$ cat src/rtl/alu_decode_md_pkg.sv
// Shared encodings for the ALU decoder and its multiply/divide sequencer.
package alu_pkg;

    // Main-decoder ALU op classes
    localparam logic [1:0] ALUOP_ADD   = 2'b00;
    localparam logic [1:0] ALUOP_SUB   = 2'b01;
    localparam logic [1:0] ALUOP_RTYPE = 2'b10;
    localparam logic [1:0] ALUOP_ITYPE = 2'b11;

    // Extended ALU control words
    localparam logic [4:0] ALUCTRL_ADD = 5'b00000;
    localparam logic [4:0] ALUCTRL_SUB = 5'b00001;
    localparam logic [4:0] ALUCTRL_MD  = 5'b10000;

    localparam logic [6:0] FUNCT7_MULDIV = 7'b0000001;
    localparam logic [2:0] FUNCT3_SRL_SRA = 3'b101;

    // M-extension funct3 codes
    localparam logic [2:0] F3_MUL    = 3'b000;
    localparam logic [2:0] F3_MULH   = 3'b001;
    localparam logic [2:0] F3_MULHSU = 3'b010;
    localparam logic [2:0] F3_MULHU  = 3'b011;
    localparam logic [2:0] F3_DIV    = 3'b100;
    localparam logic [2:0] F3_DIVU   = 3'b101;
    localparam logic [2:0] F3_REM    = 3'b110;
    localparam logic [2:0] F3_REMU   = 3'b111;

    typedef enum logic [1:0] {
        MD_IDLE,
        MD_BUSY,
        MD_DONE
    } md_state_t;

endpackage

$ cat src/rtl/alu_decode_md_md_iter_core.sv
// Iterative unsigned engine: shift-add multiplier or restoring divider,
// one step per clock, WIDTH steps per operation. Works on magnitudes only.
module md_iter_core #(
    parameter int WIDTH = 32
) (
    input  logic               clk,
    input  logic               rst,
    input  logic               start,
    input  logic               op,       // 1 = divide, 0 = multiply
    input  logic [WIDTH-1:0]   a_mag,
    input  logic [WIDTH-1:0]   b_mag,
    output logic               busy,     // high while steps remain after this cycle
    output logic [2*WIDTH-1:0] result    // mul: {hi,lo} product; div: {rem,quot}
);

    localparam int CW = $clog2(WIDTH) + 1;

    logic [WIDTH-1:0] hi, lo, divisor;
    logic             div_mode;
    logic [CW-1:0]    count;
    logic [WIDTH:0]   mul_sum, shifted, diff;

    // One combinational step of either algorithm on the shared {hi,lo} pair
    always_comb begin
        mul_sum = {1'b0, hi} + (lo[0] ? {1'b0, divisor} : '0);
        shifted = {hi, lo[WIDTH-1]};
        diff    = shifted - {1'b0, divisor};
    end

    // Load on start, then step once per cycle until the counter drains
    always_ff @(posedge clk) begin
        if (rst) begin
            hi       <= '0;
            lo       <= '0;
            divisor  <= '0;
            div_mode <= 1'b0;
            count    <= '0;
        end else if (start) begin
            hi       <= '0;
            lo       <= a_mag;
            divisor  <= b_mag;
            div_mode <= op;
            count    <= CW'(WIDTH);
        end else if (count != '0) begin
            count <= count - 1'b1;
            if (div_mode) begin
                hi <= diff[WIDTH] ? shifted[WIDTH-1:0] : diff[WIDTH-1:0];
                lo <= {lo[WIDTH-2:0], ~diff[WIDTH]};
            end else begin
                hi <= mul_sum[WIDTH:1];
                lo <= {mul_sum[0], lo[WIDTH-1:1]};
            end
        end
    end

    assign busy   = (count > CW'(1));
    assign result = {hi, lo};

endmodule

$ cat src/rtl/alu_decode_md.sv
// ALU control decoder with an RV32M multiply/divide sequencer that stalls
// the pipeline while the iterative engine runs.
module alu_decode_md
    import alu_pkg::*;
#(
    parameter int WIDTH    = 32,
    parameter int FAST_MUL = 0
) (
    input  logic             clk_i,
    input  logic             rst_i,
    input  logic             valid_i,
    input  logic             flush_i,
    input  logic [1:0]       ALUOp_i,
    input  logic [2:0]       funct3_i,
    input  logic [6:0]       funct7_i,
    input  logic [WIDTH-1:0] src_a_i,
    input  logic [WIDTH-1:0] src_b_i,
    output logic [4:0]       ALUctrl_o,
    output logic [WIDTH-1:0] md_result_o,
    output logic             md_done_o,
    output logic             stall_o
);

    localparam logic [WIDTH-1:0] MIN_NEG = {1'b1, {(WIDTH-1){1'b0}}};

    md_state_t state, state_next;

    logic               m_op, start, core_busy;
    logic               a_signed, b_signed, a_neg, b_neg, is_div;
    logic               div_zero, ovf, fast;
    logic [WIDTH-1:0]   a_mag, b_mag, fast_value, fixed_value, done_value;
    logic [2*WIDTH-1:0] a_ext, b_ext, prod_full, core_res, prod_fix;
    logic [WIDTH-1:0]   quot_fix, rem_fix;

    logic [2:0]         op_q;
    logic               quot_neg_q, rem_neg_q, fast_q;
    logic [WIDTH-1:0]   fast_val_q, result_q;

    assign m_op = valid_i && (ALUOp_i == ALUOP_RTYPE) && (funct7_i == FUNCT7_MULDIV);

    // ALU control decode
    always_comb begin
        ALUctrl_o = ALUCTRL_ADD;
        case (ALUOp_i)
            ALUOP_ADD: ALUctrl_o = ALUCTRL_ADD;
            ALUOP_SUB: ALUctrl_o = ALUCTRL_SUB;
            ALUOP_RTYPE:
                if (funct7_i == FUNCT7_MULDIV) ALUctrl_o = ALUCTRL_MD | {1'b0, funct3_i, 1'b0};
                else                           ALUctrl_o = {1'b0, funct3_i, funct7_i[5]};
            default:
                if (funct3_i == FUNCT3_SRL_SRA) ALUctrl_o = {1'b0, funct3_i, funct7_i[5]};
                else                            ALUctrl_o = {1'b0, funct3_i, 1'b0};
        endcase
    end

    // Operand signs, magnitudes and the single-cycle special cases
    always_comb begin
        a_signed = (funct3_i == F3_MULH) || (funct3_i == F3_MULHSU) ||
                   (funct3_i == F3_DIV)  || (funct3_i == F3_REM);
        b_signed = (funct3_i == F3_MULH) || (funct3_i == F3_DIV) || (funct3_i == F3_REM);
        a_neg    = a_signed & src_a_i[WIDTH-1];
        b_neg    = b_signed & src_b_i[WIDTH-1];
        a_mag    = a_neg ? -src_a_i : src_a_i;
        b_mag    = b_neg ? -src_b_i : src_b_i;
        is_div   = funct3_i[2];
        div_zero = is_div && (src_b_i == '0);
        ovf      = is_div && !funct3_i[0] && (src_a_i == MIN_NEG) && (src_b_i == '1);
        a_ext    = a_signed ? {{WIDTH{src_a_i[WIDTH-1]}}, src_a_i} : {{WIDTH{1'b0}}, src_a_i};
        b_ext    = b_signed ? {{WIDTH{src_b_i[WIDTH-1]}}, src_b_i} : {{WIDTH{1'b0}}, src_b_i};
        prod_full = a_ext * b_ext;
        fast     = div_zero || ovf || ((FAST_MUL != 0) && !is_div);
        if (div_zero)  fast_value = funct3_i[1] ? src_a_i : '1;
        else if (ovf)  fast_value = funct3_i[1] ? '0 : src_a_i;
        else           fast_value = (funct3_i == F3_MUL) ? prod_full[WIDTH-1:0]
                                                         : prod_full[2*WIDTH-1:WIDTH];
    end

    assign start = (state == MD_IDLE) && m_op && !flush_i;

    md_iter_core #(.WIDTH(WIDTH)) u_core (
        .clk    (clk_i),
        .rst    (rst_i),
        .start  (start && !fast),
        .op     (is_div),
        .a_mag  (a_mag),
        .b_mag  (b_mag),
        .busy   (core_busy),
        .result (core_res)
    );

    // Sign correction of the engine output for the latched operation
    always_comb begin
        prod_fix = quot_neg_q ? -core_res : core_res;
        quot_fix = quot_neg_q ? -core_res[WIDTH-1:0] : core_res[WIDTH-1:0];
        rem_fix  = rem_neg_q ? -core_res[2*WIDTH-1:WIDTH] : core_res[2*WIDTH-1:WIDTH];
        if (op_q[2])              fixed_value = op_q[1] ? rem_fix : quot_fix;
        else if (op_q == F3_MUL)  fixed_value = prod_fix[WIDTH-1:0];
        else                      fixed_value = prod_fix[2*WIDTH-1:WIDTH];
        done_value = fast_q ? fast_val_q : fixed_value;
    end

    // Sequencer next state
    always_comb begin
        state_next = state;
        case (state)
            MD_IDLE: if (start) state_next = fast ? MD_DONE : MD_BUSY;
            MD_BUSY: begin
                if (flush_i)         state_next = MD_IDLE;
                else if (!core_busy) state_next = MD_DONE;
            end
            default: state_next = MD_IDLE;
        endcase
    end

    // Sequencer state register
    always_ff @(posedge clk_i) begin
        if (rst_i) state <= MD_IDLE;
        else       state <= state_next;
    end

    // Per-operation context captured at start, and the held result
    always_ff @(posedge clk_i) begin
        if (rst_i) begin
            op_q       <= '0;
            quot_neg_q <= 1'b0;
            rem_neg_q  <= 1'b0;
            fast_q     <= 1'b0;
            fast_val_q <= '0;
            result_q   <= '0;
        end else begin
            if (start) begin
                op_q       <= funct3_i;
                quot_neg_q <= a_neg ^ b_neg;
                rem_neg_q  <= a_neg;
                fast_q     <= fast;
                fast_val_q <= fast_value;
            end
            if (state == MD_DONE) result_q <= done_value;
        end
    end

    // The done cycle exposes the fresh value directly; afterwards it is held
    assign md_done_o   = (state == MD_DONE) && !rst_i;
    assign md_result_o = md_done_o ? done_value : result_q;
    assign stall_o     = !rst_i && (((state == MD_IDLE) && start) ||
                                    ((state == MD_BUSY) && !flush_i));

endmodule

$ cat config.mk
export PLATFORM = sky130hd
export DESIGN_NAME = alu_decode_md
export DESIGN_NICKNAME = d
export VERILOG_FILES = /design/src/rtl/alu_decode_md_pkg.sv /design/src/rtl/alu_decode_md_md_iter_core.sv /design/src/rtl/alu_decode_md.sv
export SDC_FILE = /design/constraint.sdc
export NUM_CORES = 2
export LEC_CHECK = 0
export CAP_MARGIN = 5
export CELL_PAD_IN_SITES_DETAIL_PLACEMENT = 1
export CELL_PAD_IN_SITES_GLOBAL_PLACEMENT = 1
export CORE_ASPECT_RATIO = 2
export CORE_MARGIN = 2
export CORE_UTILIZATION = 45
export CTS_BUF_LIST = sky130_fd_sc_hd__clkbuf_8
export CTS_CLUSTER_SIZE = 16
export DETAILED_ROUTE_END_ITERATION = 8
export PLACE_DENSITY = 0.85
export SLEW_MARGIN = 20
export SYNTH_ARGS = -nofsm -noshare
export SYNTH_HDL_FRONTEND = slang
export SYNTH_SLANG_ARGS = --single-unit
$ cat constraint.sdc
create_clock -name clk_i -period 30.1 [get_ports clk_i]
set_input_delay 3.01 -clock clk_i [delete_from_list [all_inputs] [get_ports clk_i]]
set_output_delay 3.01 -clock clk_i [all_outputs]
set_load 0.01 [all_outputs]
After elaboration in Yosys (flattened, before gate mapping)
Cells that the tools add are included.
{"block": "op_classes", "order_cmp": 1, "bitwise": 4, "n_addsub": 8, "n_reduce_logical": 33, "n_mux": 33, "eq_ne": 14, "multipliers": 1}
{"op": "2-to-1 mux 32 bit", "n": 20}
{"op": "2-to-1 mux 64 bit", "n": 3}
{"op": "negation 32 bit", "n": 4}
{"op": "== test 32 bit (second input constant)", "n": 2}
{"op": "multiplier 64 x 64 -> 64 bit", "n": 1}
{"op": "negation 64 bit", "n": 1}
{"op": "adder 32 x 33 -> 33 bit", "n": 1}
{"op": "subtractor 33 x 32 -> 33 bit", "n": 1}
{"op": "zero test 32 bit", "n": 1}
{"op": "one-hot mux 5 bit (3 select lines)", "n": 1}
{"op": "logical AND 1 bit", "n": 13}
{"op": "2-to-1 mux 6 bit", "n": 2}
{"op": "== test 3 bit (second input constant)", "n": 3}
{"op": "2-to-1 mux 2 bit", "n": 4}
{"op": "== test 7 x 1 -> 1 bit (second input constant)", "n": 1}
{"op": "logical OR 1 bit", "n": 7}
{"op": "greater-than comparator 6 x 1 -> 1 bit (second input constant)", "n": 1}
{"op": "zero test 3 bit", "n": 2}
{"op": "nonzero test 6 bit", "n": 1}
{"op": "subtractor 6 x 1 -> 6 bit (second input constant)", "n": 1}
{"op": "2-to-1 mux 5 bit", "n": 1}
{"op": "== test 2 x 1 -> 1 bit (second input constant)", "n": 2}
{"op": "== test 2 bit (second input constant)", "n": 2}
{"op": "zero test 1 bit", "n": 4}
{"op": "13 further kinds", "n": 15}
{"block": "word_totals", "word_cells": 107, "in_bits": 80, "regBits": 175}

Logic depth before layout (Yosys ltp)
{"block": "logic_depth", "ltp_word": 9, "ltp_mapped": 41}

Modules after synthesis
A second synthesis with hierarchy kept.
{"block": "hier_totals", "cells_unflattened": 7448, "area_unflattened_um2": 63815.0}
{"module": "alu_decode_md", "seq_area_each_um2": 1441.4, "n_inst": 1, "area_per_inst_um2": 55565.8, "cells_each": 6386}
{"module": "md_iter_core", "seq_area_each_um2": 2062.0, "n_inst": 1, "area_per_inst_um2": 8249.2, "cells_each": 1062}

Worst setup path after synthesis
OpenSTA, ideal clock, no wires.
{"block": "synth_path", "path_type": "input port to flip-flop", "start": "input funct3_i[2]", "end": "register fast_val_q[31]", "n_path_buf": 6, "setup_ns": 0.127, "required_ns": 29.973, "setup_slack_ns": 17.224, "t_arrival_ns": 12.748, "path_stages": 36, "path_cell_list": "clkbuf_1 or3_1 clkbuf_1 and3_1 clkbuf_1 clkbuf_1 clkbuf_1 nand2_1 fa_1 fa_1 inv_1 fa_1 inv_1 fa_1 inv_1 fa_1 fa_1 fa_1 fa_1 fa_1 inv_1 fa_1 inv_1 ha_1 clkbuf_1 a21o_1 a21oi_1 o21bai_1 a21oi_1 o21bai_1 a21o_1 a21oi_1 mux2i_1 o211ai_1 a31oi_1 or3b_1"}
{"block": "synth_between", "elab_chain_len": 9, "elab_cells_between_ends": 20}
{"element": "start: declaration", "line_no": "alu_decode_md.sv:14", "source": "input logic [2:0] funct3_i,"}
{"element": "== test 3 x 1 -> 1 bit or == test 3 x 2 -> 1 bit (tied branches)", "line_no": "alu_decode_md.sv:58, alu_decode_md.sv:60"}
{"element": "logical OR 1 bit (2 in a row)", "line_no": "alu_decode_md.sv:58", "source": "a_signed = (funct3_i == F3_MULH) || (funct3_i == F3_MULHSU) ||"}
{"element": "logical OR 1 bit", "line_no": "alu_decode_md.sv:59", "source": "(funct3_i == F3_DIV) || (funct3_i == F3_REM);"}
{"element": "2-to-1 mux 64 bit", "line_no": "alu_decode_md.sv:68", "source": "a_ext = a_signed ? {{WIDTH{src_a_i[WIDTH-1]}}, src_a_i} : {{WIDTH{1'b0}}, src_a_i};"}
{"element": "multiplier 64 x 64 -> 64 bit", "line_no": "alu_decode_md.sv:70", "source": "prod_full = a_ext * b_ext;"}
{"element": "2-to-1 mux 32 bit", "line_no": "alu_decode_md.sv:74", "source": "else fast_value = (funct3_i == F3_MUL) ? prod_full[WIDTH-1:0]"}
{"element": "2-to-1 mux 32 bit", "line_no": "alu_decode_md.sv:73", "source": "else if (ovf) fast_value = funct3_i[1] ? '0 : src_a_i;"}
{"element": "2-to-1 mux 32 bit *", "line_no": "alu_decode_md.sv:72", "source": "if (div_zero) fast_value = funct3_i[1] ? src_a_i : '1;"}
{"element": "end signal: assignment", "line_no": "alu_decode_md.sv:136", "source": "fast_val_q <= fast_value;"}
{"element": "end: declaration", "line_no": "alu_decode_md.sv:37", "source": "logic [WIDTH-1:0] fast_val_q, result_q;"}
Every way passes the cells marked *; elsewhere a longest branch is shown, timed or not.
A chain may end at the register's enable or synchronous reset.

Worst setup path in the final report
{"block": "layout_path", "start": "input funct3_i[1]", "end": "register fast_val_q[10]"}
Same word-level chain as after synthesis.

==> key figures <==
Outcome
  – Status: complete, no violations

Worst setup path
  – Critical path type: in2reg
  – CP Launch Type: input port
  – R2R setup slack: 25.05 ns
  – R2R depth: 15
  – WP data arrival: about 15 ns
  – RR Startpoint: u_core.lo[0]
  – Critical Path Most Common Cell: fa_1
  – Critical Path End Type: flop
  – Crit-path max FO: 54
  – Worst r2r dst: u_core.hi[31]
  – CP Data Required Time: 30.55 ns
  – Critical Path Max Stage Delay: 0.82 ns
  – Slowest stage cell, crit path: clkdlybuf4s50_1

Layout
  – Non-Filler Instances: 9059
  – Final net count: just over 9000
  – Storage cell area: 0.00351 sq mm
  – P&R area growth vs syn: 4.79%
  – Area taken by multi-input logic gates: about 0.052 sq mm
  – Layout cells sized above 1: 3.41%
  – Fill cells: 16400

Clock tree
  – Clock buffer count from CTS: 17
  – CTS root buf: clkbuf_8
  – CTS tree: done
  – Post-CTS sizing: 0
  – Worst-path clk slew: 0.12 ns
  – Clock Path Buffers: 2
  – Clock Sink Count: 175
  – Cts hold-fix bufs: 0
  – Worst-Skew Late Latency: 0.59 ns
  – CTS H-tree lvls: 4
  – Buffer count from post-CTS setup fixing: 0

Synth
  – Synth warn: 0
  – Mapped Nets: 9249
  – Primary FF master, synth: dfxtp_1
  – FF+latch count, synth: ~180
  – Number of flops mapped to enable cells by yosys: 0
  – Sequential area share after synthesis: 5.53%
  – Post-Synthesis Cells: around 7400
  – Async S/R FF share, synth: 0%
  – Post-Syn Area: 0.0633 sq mm
  – Cell variety after synth: 86
  – Post-Syn Area per Cell: 8.59 sq um

Drt
  – DR iter-0 viols: 3561
  – Initial DRT Pass Iterations: 5
  – DR WL/cell: 30.2 um
  – DRC: 0
  – Final antenna-violating net count: 0
  – Detailed Route WL: 274 mm
  – Vias post-DR: around 54000
  – Mean number of vias per cell: 6.00

Hold path
  – Hold EP: result_q[25]
  – Worst Hold Path Cells: 2
  – Tightest Hold Check Type: reg2reg
  – Worst hold start: result_q[25]

Floorplan
  – I/O Pins: 119
  – Chip height: 534 um
  – Core area: roughly 0.14 sq mm
  – Initial Utilization: a little under half
  – Die Wd: 269 um
  – DIE AREA: about 0.14 sq mm
  – Site Rows: 194

Placed design
  – GP Congestion: 1.10
  – DP HPWL: around 210 mm
  – IO buf count: 118
  – Dpl cells: 9009

STA
  – Sum Neg Setup Slack: 0 ns
  – Pins Over Slew Limit: 0
  – Fin crit share: between 40% and 50%
  – Unrepaired setup endpoints after global routing: false
  – Final setup viols: 0
  – Max Clock Skew: 0.0223 ns
  – Worst-Margin Slew: 1.18 ns
  – Final Critical Period: 14.19 ns
  – Count of final hold-check violations: 0
  – Slew margin rel.: 21.2%
  – Fmax: between 0.07 and 0.08 GHz

Flow run
  – Max Cap Viol: 0

Global route
  – Largest net degree at the start of global routing: 70
  – GRT Util Overall: 38.7%
  – Initial antenna violation count: 26
  – GR Overflow Total: 0
  – Vias in the first global route: 63500
  – First-pass GRT wire length: 403 mm
-- cells in the mapped netlist (all sizes together), types with 39 or more instances --
| master | count | area share (%) |
|---|---|---|
| and2 | 383 | 3.8 |
| xnor2 | 193 | 2.7 |
| nor3 | 57 | 0.45 |
| dfxtp | 175 | 5.5 |
| ha | 381 | 7.5 |
| o211ai | 39 | 0.46 |
| a211oi | 114 | 1.4 |
| xor2 | 121 | 1.7 |
| clkbuf | 358 | 2.1 |
| a21oi | 231 | 1.8 |
| inv | 1588 | 9.4 |
| nand3 | 57 | 0.45 |
| fa | 1419 | 45 |
| nor2 | 286 | 1.7 |
| buf | 101 | 0.65 |
| mux2i | 44 | 0.70 |
| nand2 | 1008 | 6.0 |
| o21ai | 216 | 1.7 |
| a21o | 121 | 1.4 |
-- cells in the final DEF, fill, tap and decap left out, types with 12 or more instances in the layout --
master           count
a211oi_1           114
a21o_1             121
a21oi_1            230
a221oi_1            13
a31oi_1             33
and2_1             382
and3_1              27
buf_2               36
buf_4              120
clkbuf_8            17
clkdlybuf4s50_1     81
dfxtp_1            173
diode_2             15
fa_1              1419
ha_1               381
inv_1             1588
mux2i_1             44
nand2_1           1008
nand2b_1            19
nand3_1             57
nand4_1             27
nor2_1             282
nor2b_1             18
nor3_1              55
nor4_1              22
o211ai_1            39
o21a_1              16
o21ai_0            203
o21ai_1             13
o21bai_1            30
o22ai_1             25
o31a_1              12
o31ai_1             35
o41ai_1             18
or3_1               30
xnor2_1            189
xor2_1             120
-- worst max path at each step --
stage,depth (start not counted),start,to
6_report,32,funct3_i[1],fast_val_q[10]
5_1_grt,33,funct3_i[1],fast_val_q[10]
3_3_place_gp,33,funct3_i[1],fast_val_q[10]
4_1_cts,32,funct3_i[1],fast_val_q[10]
2_1_floorplan,36,funct3_i[2],fast_val_q[31]
3_5_place_dp,32,funct3_i[1],fast_val_q[10]
-- cell type report --
class                      instances  area share (%)
multi-input combinational       5145            78.6
inverter                        1590            9.00
sequential                       175            5.29
tap                             1862            3.51
timing repair buffer             240            2.92
clock buffer                      17           0.353
clock inverter                    15           0.236
antenna                           15          0.0566
-- worst max-delay path: cells and delay by family --
family | cells | cell delay, ns
and+or+nand+nor | 5 | 1.11
AOI/OAI and AO/OA | 8 | 2.78
adders and majority gates | 11 | 5.54
xor gates and xnor gates | 1 | 0.36
buffers and inverters | 7 | 1.81
-- cell families after synthesis --
group                      Yosys count  synth area share, %
AOI/OAI and AO/OA                  997                 10.3
xor gates and xnor gates           314                 4.34
adders and majority gates         1802                 52.4
buffers and inverters             2049                 12.2
DFF                                175                 5.53
muxes                               47                0.749
and+or+nand+nor                   1985                 14.4
-- registers in the layout (all words and copies together), names as in the netlist --
name	flops
fast_q	1
u_core.hi	32
state	2
op_q	3
rem_neg_q	1
fast_val_q	32
u_core.lo	32
u_core.count	6
u_core.divisor	32
result_q	32
quot_neg_q	1
u_core.div_mode	1
-- layer usage --
layer	wire length [um]	track usage, %
met3	19000	8.11
met5	45	0
met2	137000	67.3
met4	38700	45.1
met1	79400	34.9
-- per-stage QoR --
step,hold slack (ns),cell area (sq um),worst slack [ns],util (%)
2_1_floorplan,0.423,63300,17.22,-
3_3_place_gp,0.430,65800,15.85,47.2
3_5_place_dp,0.434,65900,15.62,47.2
4_1_cts,0.453,66200,16.23,47.5
5_1_grt,0.470,66300,15.68,47.5
6_report,0.448,66300,15.91,47.5
Power is left out: the tool's default activity adds up to more than one toggle a clock period on the data nets, which glitch-free logic cannot reach.
